### src/rtl/alu_exec_ctrl.sv
// alu_exec_ctrl
//   Sequencer for a 4-bit external ALU backed by a 4 x 4-bit register file.
//   It accepts one 9-bit instruction at a time through a valid/ready handshake.
//     LDI form (Instr[8]=1): Rd <= Imm, Z <= (Imm==0). This completes in 2 cycles.
//     ALU form (Instr[8]=0): the operands are presented on A/B and the function
//       code on S for two cycles. The result and status are then written back.
//       This completes in 4 cycles.
//
// Ports
//   Clock   : single clock, rising-edge active
//   Resetn  : asynchronous active-low reset
//   InValid : instruction offered on Instr
//   InReady : block accepts an instruction this cycle (IDLE only)
//   Instr   : [8] LDI flag, [7:6] Op, [5:4] Rd, [3:2] Rs / [3:0] Imm
//   A, B, S : operands and function select driven to the external ALU
//   R       : ALU result; Cout / OVR : ALU carry-out / overflow status
//   Done    : one-cycle completion pulse
//   Z, C, V : registered zero / carry / overflow flags
//   RdSel   : register selected for display; RegOut : its contents
module alu_exec_ctrl (
  input  logic       Clock,
  input  logic       Resetn,
  input  logic       InValid,
  output logic       InReady,
  input  logic [8:0] Instr,
  output logic [3:0] A,
  output logic [3:0] B,
  output logic [1:0] S,
  input  logic [3:0] R,
  input  logic       Cout,
  input  logic       OVR,
  output logic       Done,
  output logic       Z,
  output logic       C,
  output logic       V,
  input  logic [1:0] RdSel,
  output logic [3:0] RegOut
);

  typedef enum logic [1:0] {
    IDLE = 2'd0,
    OPER = 2'd1,
    EXEC = 2'd2,
    DONE = 2'd3
  } state_t;

  state_t     state;
  state_t     state_nxt;

  logic [3:0] regs [4];
  logic [8:0] ir;
  logic       z_q;
  logic       c_q;
  logic       v_q;

  // Field views of the incoming and the captured instruction
  logic       in_ldi;
  logic [1:0] in_rd;
  logic [3:0] in_imm;
  logic [1:0] ir_op;
  logic [1:0] ir_rd;
  logic [1:0] ir_rs;

  assign in_ldi = Instr[8];
  assign in_rd  = Instr[5:4];
  assign in_imm = Instr[3:0];
  assign ir_op  = ir[7:6];
  assign ir_rd  = ir[5:4];
  assign ir_rs  = ir[3:2];

  // Write-port controls shared by the LDI and ALU write-back paths
  logic       accept;
  logic       reg_we;
  logic [1:0] reg_wa;
  logic [3:0] reg_wd;
  logic       z_we;
  logic       z_d;
  logic       cv_we;

  // State register
  always_ff @(posedge Clock or negedge Resetn) begin
    if (!Resetn) begin
      state <= IDLE;
    end else begin
      state <= state_nxt;
    end
  end

  // Next state and the state-decoded outputs
  always_comb begin
    state_nxt = state;
    InReady   = 1'b0;
    Done      = 1'b0;
    A         = '0;
    B         = '0;
    S         = '0;
    case (state)
      IDLE: begin
        InReady = 1'b1;
        if (InValid) begin
          state_nxt = in_ldi ? DONE : OPER;
        end
      end
      OPER: begin
        A         = regs[ir_rd];
        B         = regs[ir_rs];
        S         = ir_op;
        state_nxt = EXEC;
      end
      EXEC: begin
        A         = regs[ir_rd];
        B         = regs[ir_rs];
        S         = ir_op;
        state_nxt = DONE;
      end
      DONE: begin
        Done      = 1'b1;
        state_nxt = IDLE;
      end
      default: state_nxt = IDLE;
    endcase
  end

  // Write-port steering. LDI writes on the accepting edge. An ALU op writes
  // on the edge leaving EXEC. No other edge touches the registers or flags.
  always_comb begin
    accept = (state == IDLE) && InValid;
    reg_we = 1'b0;
    reg_wa = '0;
    reg_wd = '0;
    z_we   = 1'b0;
    z_d    = 1'b0;
    cv_we  = 1'b0;
    if (accept && in_ldi) begin
      reg_we = 1'b1;
      reg_wa = in_rd;
      reg_wd = in_imm;
      z_we   = 1'b1;
      z_d    = (in_imm == 4'd0);
    end else if (state == EXEC) begin
      reg_we = 1'b1;
      reg_wa = ir_rd;
      reg_wd = R;
      z_we   = 1'b1;
      z_d    = (R == 4'd0);
      cv_we  = 1'b1;
    end
  end

  // Register file, instruction register and flags
  always_ff @(posedge Clock or negedge Resetn) begin
    if (!Resetn) begin
      regs <= '{default: '0};
      ir   <= '0;
      z_q  <= 1'b0;
      c_q  <= 1'b0;
      v_q  <= 1'b0;
    end else begin
      if (accept) begin
        ir <= Instr;
      end
      if (reg_we) begin
        regs[reg_wa] <= reg_wd;
      end
      if (z_we) begin
        z_q <= z_d;
      end
      if (cv_we) begin
        c_q <= Cout;
        v_q <= OVR;
      end
    end
  end

  assign Z      = z_q;
  assign C      = c_q;
  assign V      = v_q;
  assign RegOut = regs[RdSel];

endmodule

### config.mk
export PLATFORM = sky130hd
export DESIGN_NAME = alu_exec_ctrl
export DESIGN_NICKNAME = d
export VERILOG_FILES = /design/src/rtl/alu_exec_ctrl.sv
export SDC_FILE = /design/constraint.sdc
export NUM_CORES = 1
export LEC_CHECK = 0
export CELL_PAD_IN_SITES_DETAIL_PLACEMENT = 0
export CELL_PAD_IN_SITES_GLOBAL_PLACEMENT = 1
export CORE_ASPECT_RATIO = 0.9
export CORE_UTILIZATION = 28
export DETAILED_ROUTE_END_ITERATION = 12
export PLACE_DENSITY_LB_ADDON = 0.1
export SYNTH_ARGS = -nofsm -noshare
export SYNTH_HDL_FRONTEND = slang
export SYNTH_SLANG_ARGS = --single-unit
### constraint.sdc
create_clock -name Clock -period 2.5 [get_ports Clock]
set_input_delay 0.5 -clock Clock [delete_from_list [all_inputs] [get_ports Clock]]
set_output_delay 0.5 -clock Clock [all_outputs]
set_load 0.02 [all_outputs]
==> flow_summary.json <==
{
  "path_clk_slew_ns": 0.09,
  "clock_skew_ns": 0.00378,
  "h-tree-depth": 1,
  "irDropWorstVdd_v": 0.000461,
  "setup_viol": 0,
  "synthesis.nets": 148,
  "cts_hold_buf": 0,
  "max_freq_mhz": 411,
  "r2r_end": "regs[4]",
  "grt_pass1_vias": 1228,
  "p_sw_mw": 0.970,
  "p_clk_frac": 0.093,
  "finalSetupTns_ns": 0,
  "finalHoldWorstSlack_ns": 0.510,
  "final_cell_count_no_fill": 238,
  "placed_cells_incl_taps": 229,
  "worstSetupStartpoint": "RdSel[0]",
  "fin_util": 0.387,
  "root_buffer": "clkbuf_8",
  "p_int_mw": 1.59,
  "reg2reg_from": "state[0]",
  "wl_per_cell_um": 15.8,
  "cts_tree": "built",
  "clockBufferDepth": 2,
  "cts_made_buffers": 3,
  "wl_um": 3760,
  "grt_max_degree": 28,
  "ys.flop_type": "dfrtp_1",
  "cp-start-kind": "input port",
  "ys_seq_area_frac": 0.413,
  "yosysWarnings": 0,
  "via_count": 1172,
  "switching_share": 0.379,
  "viasPerCell": 4.92,
  "dpl_cell_area_mm2": 0.00209,
  "io_pins": 39,
  "drtIter0Drc": 37,
  "crit_arrival_ns": 1.93,
  "antenna_found_initial": 0,
  "final_nets": 194,
  "antenna_cells": 0,
  "drv_slew": 0,
  "fin_crit_sh": 0.973,
  "die_y_um": 74.5,
  "io_buffers": 38,
  "syn_area_mm2": 0.00163,
  "row_count": 26,
  "fin_crit_ns": 2.43,
  "worst_r2r_path_depth": 6,
  "synth_seq_cells": 27,
  "outcome": "complete, no violations",
  "synth-edff-count": 0,
  "seq_power_share": 0.328,
  "hpwl_um": 3000,
  "end_kind": "primary output",
  "drc": 0,
  "hold_path.class": "reg2reg",
  "die_area_mm2": 0.00615,
  "insertion_delay_ns": 0.26,
  "power_density_mw_per_mm2": 1170,
  "grt-ovfl-total": 0,
  "r2r_slack_ns": 0.57,
  "pwr-share-comb": 0.579,
  "synth_top_area_cell": "dfrtp_1",
  "ys_async_sr_fraction": 1.00,
  "syn_area_per_cell_um2": 13.3,
  "synth.area.top_cells": "dfrtp_1, mux2_2, mux4_2",
  "clock_sinks": 27,
  "path_class": "in2out",
  "hold_viol_final": 0,
  "synth_common_cells": "dfrtp_1, mux2_2, mux4_2, nand2_1, and2_1",
  "die-width_um": 82.5,
  "drv_cap": 0,
  "synth_top_area_frac": 0.413,
  "drt_pass1_iterations": 4,
  "cp_max_fo": 4,
  "yosysMostFrequentCell": "dfrtp_1",
  "core_area_mm2": 0.00566,
  "synth_cells": 123,
  "place.gp.congestion": 0.743,
  "syn_to_final_growth_pct": 34.1,
  "grt_pass1_wl_um": 6270,
  "relSlewSlack": 0.767,
  "initial_core_util": 0.289,
  "drive_above_1_share": 0.339,
  "crit_end": "RegOut[2]",
  "final_cell_area_mm2": 0.00219,
  "required_ns": 2.00,
  "max_slew.worst_pin.slew_ns": 0.349,
  "leakage_nw": 1.00,
  "rsz0062_at_grt": "no",
  "grt_usage": 0.141,
  "antenna_left": 0,
  "synth_cell_type_count": 27,
  "fillers": 579
}
-- registers in the layout (all words and copies together) (netlist names) --
signal / cells
ir: 6
V: 1
Z: 1
C: 1
regs: 16
state: 2
-- routing by layer --
metal,share of wire,routed length (um),global-route usage
met5,0,0,0
met4,0.0061,23,0.0287
met1,0.44,1650,0.182
met3,0.033,125,0.0270
met2,0.52,1960,0.246
-- through the flow --
stage	setup WS, ns	power [mW]
final	0.0670	2.56
after detailed placement	-0.168	2.29
after global placement	-0.160	2.28
after CTS	0.0186	2.58
after floorplan	0.664	1.75
after global routing	0.00258	2.78
-- cell families (layout without fill, tap and decap cells) --
family | Yosys count | count (layout) | share of synthesized area
compound gates | 7 | 7 | 0.0505
fa+ha+maj | 5 | 5 | 0.0383
buf+inv | 8 | 53 | 0.0283
flops | 27 | 27 | 0.413
mux | 38 | 38 | 0.343
simple gates | 38 | 38 | 0.126
-- power groups by stage --
stage / clock network (mW) / registers (mW) / logic [mW]
floorplan: 0 / 0.793 / 0.962
global placement: 0 / 0.869 / 1.41
detailed placement: 0 / 0.871 / 1.42
CTS: 0.251 / 0.858 / 1.47
global route: 0.274 / 0.874 / 1.63
finish: 0.239 / 0.838 / 1.48
-- repair_timing --
action / 4_1_cts / 5_1_grt
hold endpoints to repair: 0 / 0
resized for setup: 8 / 4
setup endpoints to repair: 14 / 8
setup buffers: 1 / 4
-- how the worst min path moves through the flow --
stage,startpoint,to,slack [ns],cells after the start
final,ir[7],ir[7],0.51,1
after global routing,ir[7],ir[7],0.53,1
after CTS,ir[7],ir[7],0.51,1
after detailed placement,ir[7],ir[7],0.49,1
after global placement,ir[7],ir[7],0.48,1
after floorplan,Resetn,C,0.20,0
-- layout by cell type, fill, tap and decap left out --
cell / netlist / layout
mux2i_1: 2 / 2
dlymetal6s2s_1: 0 / 4
ha_4: 0 / 1
inv_1: 3 / 3
nor3_1: 1 / 1
clkbuf_8: 0 / 3
mux4_2: 12 / 12
o21ai_2: 1 / 1
dlygate4sd2_1: 0 / 4
nand4_1: 1 / 1
nand2_1: 12 / 12
clkdlybuf4s50_1: 0 / 30
nand3_2: 1 / 1
buf_4: 2 / 8
clkbuf_1: 1 / 1
ha_1: 5 / 4
o21ai_0: 1 / 1
nor4_1: 2 / 2
nor2_1: 2 / 2
mux2_2: 24 / 24
dfrtp_1: 27 / 25
nor3b_2: 1 / 1
and2_1: 10 / 10
dfrtp_2: 0 / 2
a41oi_2: 1 / 1
o32ai_4: 1 / 1
and3_1: 1 / 1
and2b_2: 1 / 1
nand3_1: 6 / 6
a2bb2oi_2: 1 / 1
a21oi_1: 2 / 2
-- worst max-delay path: stages --
cell             delay [ns]
clkdlybuf4s50_1        0.45
buf_4                  0.15
mux4_2                 0.50
dlygate4sd2_1          0.33
-- final cells by class --
cell class                 instances  area [um^2]  area share
tap                               70         87.6      0.0400
sequential                        27          678       0.309
inverter                           3         11.3     0.00514
clock buffer                       4         45.0      0.0205
multi-input combinational         88          925       0.422
timing repair buffer              46          445       0.203
Power figures use the tool's default switching activity.
